**config.mk**
```make
export PLATFORM = sky130hd
export DESIGN_NAME = rr_mux_arb
export DESIGN_NICKNAME = d
export VERILOG_FILES = /design/src/rtl/rr_mux_arb_pkg.sv /design/src/rtl/rr_arbiter.sv /design/src/rtl/rr_mux_arb.sv
export SDC_FILE = /design/constraint.sdc
export NUM_CORES = 1
export LEC_CHECK = 0
export CORE_AREA = 3 3 40 42
export DETAILED_ROUTE_END_ITERATION = 10
export DIE_AREA = 0 0 43 45
export DONT_BUFFER_PORTS = 1
export GPL_ROUTABILITY_DRIVEN = 0
export MAX_ROUTING_LAYER = met4
export PLACE_DENSITY = 0.68
export SLEW_MARGIN = 40
export SYNTH_ARGS = -nofsm -noshare
export SYNTH_HDL_FRONTEND = slang
export SYNTH_SLANG_ARGS = --single-unit
```
**constraint.sdc**
```tcl
create_clock -name CLK -period 2.6 [get_ports CLK]
set_input_delay 0 -clock CLK [delete_from_list [all_inputs] [get_ports CLK]]
set_output_delay 0 -clock CLK [all_outputs]
set_load 0.02 [all_outputs]
```
**src/rtl/rr_mux_arb_pkg.sv**
```systemverilog
// Shared definitions for the round-robin / fixed-select output mux.
package rr_mux_arb_pkg;

    typedef enum logic {
        MODE_FIXED = 1'b0,
        MODE_RR    = 1'b1
    } mode_e;

    localparam int DEFAULT_N = 4;
    localparam int DEFAULT_W = 4;

endpackage

```
**src/rtl/rr_arbiter.sv**
```systemverilog
// Combinational rotate-priority encoder: first valid channel at or after ptr_i, modulo N.
module rr_arbiter
    import rr_mux_arb_pkg::*;
#(
    parameter  int N  = DEFAULT_N,
    localparam int SW = $clog2(N)
) (
    input  logic [SW-1:0] ptr_i,
    input  logic [N-1:0]  valid_i,
    output logic [SW-1:0] grant_o,
    output logic          grant_valid_o
);

    always_comb begin : search
        int unsigned idx;
        idx           = 0;
        grant_o       = '0;
        grant_valid_o = 1'b0;
        for (int unsigned k = 0; k < N; k++) begin
            idx = (32'(ptr_i) + k) % N;
            if (!grant_valid_o && valid_i[SW'(idx)]) begin
                grant_o       = SW'(idx);
                grant_valid_o = 1'b1;
            end
        end
    end

endmodule

```
**src/rtl/rr_mux_arb.sv**
```systemverilog
// N-channel W-bit selector with fixed or round-robin grant and a single-entry
// registered output stage with valid/ready on every port.
module rr_mux_arb
    import rr_mux_arb_pkg::*;
#(
    parameter  int N  = DEFAULT_N,
    parameter  int W  = DEFAULT_W,
    localparam int SW = $clog2(N)
) (
    input  logic           CLK,
    input  logic           RST,
    input  logic [N*W-1:0] IN_DATA,
    input  logic [N-1:0]   IN_VALID,
    output logic [N-1:0]   IN_READY,
    input  logic [SW-1:0]  S,
    input  logic           MODE,
    output logic [W-1:0]   O,
    output logic           O_VALID,
    input  logic           O_READY,
    output logic [SW-1:0]  O_SEL
);

    logic [W-1:0]  o_q, o_d;
    logic          o_valid_q, o_valid_d;
    logic [SW-1:0] o_sel_q, o_sel_d;
    logic [SW-1:0] ptr_q, ptr_d;

    logic          load_en;
    logic          rr_mode;
    logic [SW-1:0] rr_grant;
    logic          rr_valid;
    logic          s_in_range;
    logic          fix_valid;
    logic [SW-1:0] grant;
    logic          grant_valid;
    logic          accept;

    rr_arbiter #(.N(N)) u_arb (
        .ptr_i         (ptr_q),
        .valid_i       (IN_VALID),
        .grant_o       (rr_grant),
        .grant_valid_o (rr_valid)
    );

    // With a non-power-of-two N, select codes >= N exist and must never grant.
    if (N == (1 << SW)) begin : g_pow2
        assign s_in_range = 1'b1;
    end else begin : g_npow2
        assign s_in_range = (S < SW'(N));
    end

    assign rr_mode     = (mode_e'(MODE) == MODE_RR);
    assign fix_valid   = s_in_range && IN_VALID[S];
    assign grant       = rr_mode ? rr_grant : S;
    assign grant_valid = rr_mode ? rr_valid : fix_valid;
    assign load_en     = !o_valid_q || O_READY;
    assign accept      = load_en && grant_valid;

    always_comb begin
        IN_READY = '0;
        if (!RST && accept) begin
            IN_READY[grant] = 1'b1;
        end
    end

    always_comb begin
        o_d       = o_q;
        o_sel_d   = o_sel_q;
        o_valid_d = o_valid_q;
        ptr_d     = ptr_q;
        if (load_en) begin
            o_valid_d = grant_valid;
            if (grant_valid) begin
                o_d     = IN_DATA[grant*W +: W];
                o_sel_d = grant;
            end
        end
        if (accept && rr_mode) begin
            ptr_d = (grant == SW'(N - 1)) ? '0 : grant + 1'b1;
        end
    end

    always_ff @(posedge CLK or posedge RST) begin
        if (RST) begin
            o_q       <= '0;
            o_valid_q <= 1'b0;
            o_sel_q   <= '0;
            ptr_q     <= '0;
        end else begin
            o_q       <= o_d;
            o_valid_q <= o_valid_d;
            o_sel_q   <= o_sel_d;
            ptr_q     <= ptr_d;
        end
    end

    assign O       = o_q;
    assign O_VALID = o_valid_q;
    assign O_SEL   = o_sel_q;

endmodule

```
**Word level (Yosys, flattened, before mapping)**

Cells that the tools add are included.

- Bitwise gates (word level): 0
- Reductions and logical operators: 14
- Equal/unequal tests: 1
- Order comparisons: 7
- Div/mod/pow operators: 0
- Shifts and indexed selects: 1
- $mul: 0
- $add $sub $neg: 4
- Multiplexer cells: 24

Operators by type and width:

| cell | count |
|---|---|
| 2-bit by 3-bit < comparator with 1-bit output, second input constant | 6 |
| 16-bit by 5-bit variable part select with 4-bit output | 1 |
| 2-bit two-way mux | 6 |
| 1-bit two-way mux | 11 |
| 1-bit binary-select mux with 2-bit select | 5 |
| 1-bit logical AND | 7 |
| 1-bit logical NOT | 5 |
| 2-bit by 1-bit adder with 2-bit output, second input constant | 2 |
| 2-bit adder, second input constant | 2 |
| 4-bit two-way mux | 1 |
| 1-bit demux with 2-bit select | 1 |
| 2-bit == test, second input constant | 1 |
| 2-bit by 1-bit >= comparator with 1-bit output, second input constant | 1 |
| 2-bit AND reduction | 1 |
| 1-bit logical OR | 1 |

- Logic and storage cells: 55
- Input port bits: 26
- Register bits after elaboration: 9
- Bits in latches: 0
- ROM bits: 0
- Memories kept: 0
- Memory bits (writable): 0

**Longest topological paths before layout**

- Depth in word-level cells: 18
- Gate-level depth with buffers: 8

**Cells and area by module**

A second synthesis with hierarchy kept.

- Cell total of the unflattened synthesis: 57
- Area total of the unflattened synthesis: 679.4 µm²

By module, submodules not included:

| module | cells each | times used | area each (µm²) |
|---|---|---|---|
| rr_mux_arb | 42 | 1 | 601.8 |
| rr_arbiter | 15 | 1 | 77.6 |

**Worst setup path before layout**

OpenSTA, ideal clock, no wires.

- Path type: flip-flop to flip-flop
- Start: reg ptr_q[0]
- End: reg ptr_q[1]
- Setup time: 0.127 ns
- Arrival: 1.649 ns
- Data required time: 2.473 ns
- Path slack: 0.823 ns
- Period minus slack after synthesis: 1.777 ns
- Cell stages (with the launch flop): 8
- Cells stage by stage: dfrtp_1 nand2_1 a311o_1 o211ai_2 buf_12 inv_1 ha_1 mux2_1

- Word-level cells in the longest chain between the ends: 15
- Elaborated cells between the ends (all ways): 32
- Those cells by class: 4 x add/sub; 1 x eq/ne; 19 x mux; 8 x reduce/logical

Ends and longest elaborated chain:

| element | line | source |
|---|---|---|
| from (decl) | rr_mux_arb.sv:26 | `logic [SW-1:0] ptr_q, ptr_d;` |
| from (signal assigned) | rr_mux_arb.sv:93 | `ptr_q <= ptr_d;` |
| parallel branches: the longest is 15 deep, another holds 2-bit by 1-bit adder with 2-bit output | -- |  |

Several ways; the timed one is not identified. The select of a mux whose other input is x is not followed.
A chain may end at the register's enable or synchronous reset.

**Worst setup path in the final report**

- Start: reg ptr_q[0]
- End: reg o_q[0] (netlist: O[0])

- Word-level cells in the longest chain between the ends: 14
- Elaborated cells between the ends (all ways): 29
- Those cells by class: 3 x add/sub; 1 x shift; 18 x mux; 7 x reduce/logical

Ends and longest elaborated chain:

| element | line | source |
|---|---|---|
| parallel branches: the longest is 14 deep, another holds 2-bit by 1-bit adder with 2-bit output | -- |  |
| to (signal assigned) | rr_mux_arb.sv:85 | `o_q <= '0;` |
| to (signal assigned) | rr_mux_arb.sv:90 | `o_q <= o_d;` |
| to (decl) | rr_mux_arb.sv:23 | `logic [W-1:0] o_q, o_d;` |

Several ways; the timed one is not identified. The select of a mux whose other input is x is not followed.

==> metrics <==
status=finished, violations left; failing checks=negative hold slack; Synth area leader=dfrtp_1; syn avg cell area=9.683 µm²; #FFs+latches synth=9; P per Cell Area=roughly 710 mW/mm²; Final Util=about three fifths; PostCTS Resize Cnt=0; achievable clock frequency=453.0 MHz; Hold Slack=-0.0009375 ns; Setup Crit Path Kind=register to register; Worst Setup End Kind=register; setup TNS=0 ns; top_reg_cell synth=dfrtp_1; die width=43 µm; post-route insts no fill=97; Hold Fails Final Rpt=1; layout cells sized above 1=~13%; leakage=between 0.3 and 0.4 nW; Synth-to-Final Area Change=18.54%; crit-path max FO=11; area of the multi-input gates=396.6 µm²; clk_lat worst skew=0.26 ns; Post-Route WL=around 1600 µm; Final Cycle Share=84.91%; max cap viols=0; fill cell count=about 110; num rows=13; Least-Margin Pin Slew=0.6542 ns; DR DRC count=0; clk_skew=about 0.0032 ns; first-pass GRT wire length=2559 µm; WP data required=around 2.7 ns; starting density of the core=between 50 and 60%; Storage cell area=~230 µm²; Worst IR Drop VDD=between 0.0004 and 0.0005 V; Post-synth EDFFs=0; initial antenna violation count=0; drt via density=5.742; gr usage total=between 15 and 20%; H-tree depth=1; clock root cell=clkbuf_4; routed via count=approximately 560; nets=110; Tmin final=~2.2 ns; core area=between 0.001 and 0.0015 mm²; Cells after Synth=between 60 and 70; vias in the first global route=around 600; clk buf depth=2; Power, Total=roughly 560 µW; Seq/Total Area, Yosys=33.71%; Mapped Nets=96; wire per inst=roughly 17 µm; largest net degree at the start of global routing=12; Cell Area, Synth=668.1 µm²; largest cells by area after synthesis=dfrtp_1, mux2i_1, nand2_1, o221ai_1, nor2b_1; RSZ-0062 raised after global routing=false; Die Ht=around 45 µm; worst hold-check path type=primary input to register; Reg clk slew, reported paths=~0.06 ns; # clock sinks=9; setup violators final=0; R2R Path Start=ptr_q[0]; initial drt markers=7; Pre-antenna DRT Iters=4; CP arrival=between 2 and 2.5 ns; global route overflow=0; area share of the largest cell type after synthesis=between 30% and 40%; max-slew violation count=0; Unique masters post-synth=27; critical path launch point=ptr_q[0]; DP Cell Count=approximately 80; Detail Route Antenna Nets=0; fraction of registers with async set/reset=100.0%; type of origin of the critical path=register; hold_sp=IN_DATA[9]; diode count=0; Ys Warns=0; Num CTS Buffers=3; I/O Buffers=0; hpwl dp=1137 µm; relative slew slack=about 56%; IO Pins=37; CTS tree=built; Die ar.=0.001935 mm²
[final cells by class]
type                    instances  area share [%]
multi-input cells              54           50.08
repair buffers                 11           13.90
clock buffers                   4           3.318
inverters                       4           1.896
well taps                      15           2.370
flip-flops and latches          9           28.44
[through the flow]
stage | setup slack, ns | area (µm²)
3_5_place_dp | 0.6166 | 655.6
6_report | 0.3924 | 792.0
2_1_floorplan | 0.8234 | 668.1
3_3_place_gp | 0.6539 | 655.6
4_1_cts | 0.4509 | 792.0
5_1_grt | 0.2714 | 792.0
[synthesized netlist by cell type (all sizes together) (2+ instances only)]
library cell  count
nand3             2
nand2            11
mux2i             8
nor2              6
inv               4
o21ai             3
nor2b             5
buf               2
mux2              2
o221ai            4
dfrtp             9
[power by group]
group	switching, mW	internal, mW
Sequential	0.0760	0.186
Clock	0.0478	0.0591
Combinational	0.0979	0.0950
Total	0.222	0.340
[metal layers]
| metal | vias up | routed length, µm | GRT usage [%] | part of all wire (%) |
|---|---|---|---|---|
| met5 | - | 0 | - | 0 |
| met4 | 0 | 17 | 6.024 | 1.1 |
| met3 | 2 | 117 | 3.586 | 7.3 |
| met2 | 26 | 790 | 28.44 | 49 |
| met1 | 250 | 679 | 23.25 | 42 |
| li1 | 279 | - | - | - |
[logic make-up (layout without fill, tap and decap cells)]
kind of cell	after synthesis	after routing	synth area share (%)
buffers and inverters	6	19	6.928
adder cells (fa/ha/maj)	1	1	1.872
multiplexers	11	11	18.73
AO/OA/AOI/OAI	13	13	16.48
AND/OR/NAND/NOR	29	29	22.29
flip-flops	9	9	33.71
[cell usage in the layout (no fill, tap or decap)]
cell	count
a21oi_2	1
a311o_1	1
and2b_2	1
mux2_2	1
o21ai_0	3
dfrtp_1	9
inv_1	4
nor2_2	1
mux2i_1	8
mux4_2	1
nor4_2	1
nor2b_1	5
o41a_2	1
ha_1	1
nand2_1	11
or2_1	1
a32oi_1	1
mux2_1	1
o21bai_1	1
o211ai_2	1
nor2_1	5
nand3_1	2
and3_1	1
or2b_1	1
clkbuf_1	1
o221ai_1	4
dlygate4sd3_1	11
clkbuf_4	3
[sequential cells by signal (all words and copies together), names as in the netlist]
signal   cells
O            4
O_SEL        2
O_VALID      1
ptr_q        2
[repair_timing]
| item | in CTS | in global routing |
|---|---|---|
| setup endpoints to repair | 0 | 0 |
| endpoints found under the hold margin | 14 | 0 |
| buffers inserted | 0 | 0 |
| hold buffers | 11 | 0 |
[critical path, cell delays in order (launching register included)]
cell and delay, ns:
dfrtp_1 0.40, nand3_1 0.10, a311o_1 0.33, o211ai_2 0.26, mux2i_1 0.28, dlygate4sd3_1 0.58, o221ai_1 0.12
[path summary, 6_finish.rpt]
| check | endpoint | depth (start not counted) | slack (ns) |
|---|---|---|---|
| worst min register to register | ptr_q[1] | 1 | 0.57 |
| min in group asynchronous | O_SEL[1] | 2 | 0.15 |
| worst min-delay path | O[1] | 2 | -0.0009 |
| max in group asynchronous | O[0] | 2 | 2.17 |
| worst max register to register | O[0] | 6 | 0.39 |
| worst max-delay path | O[0] | 6 | 0.39 |
Note: power is estimated with default switching activity, not from simulation.
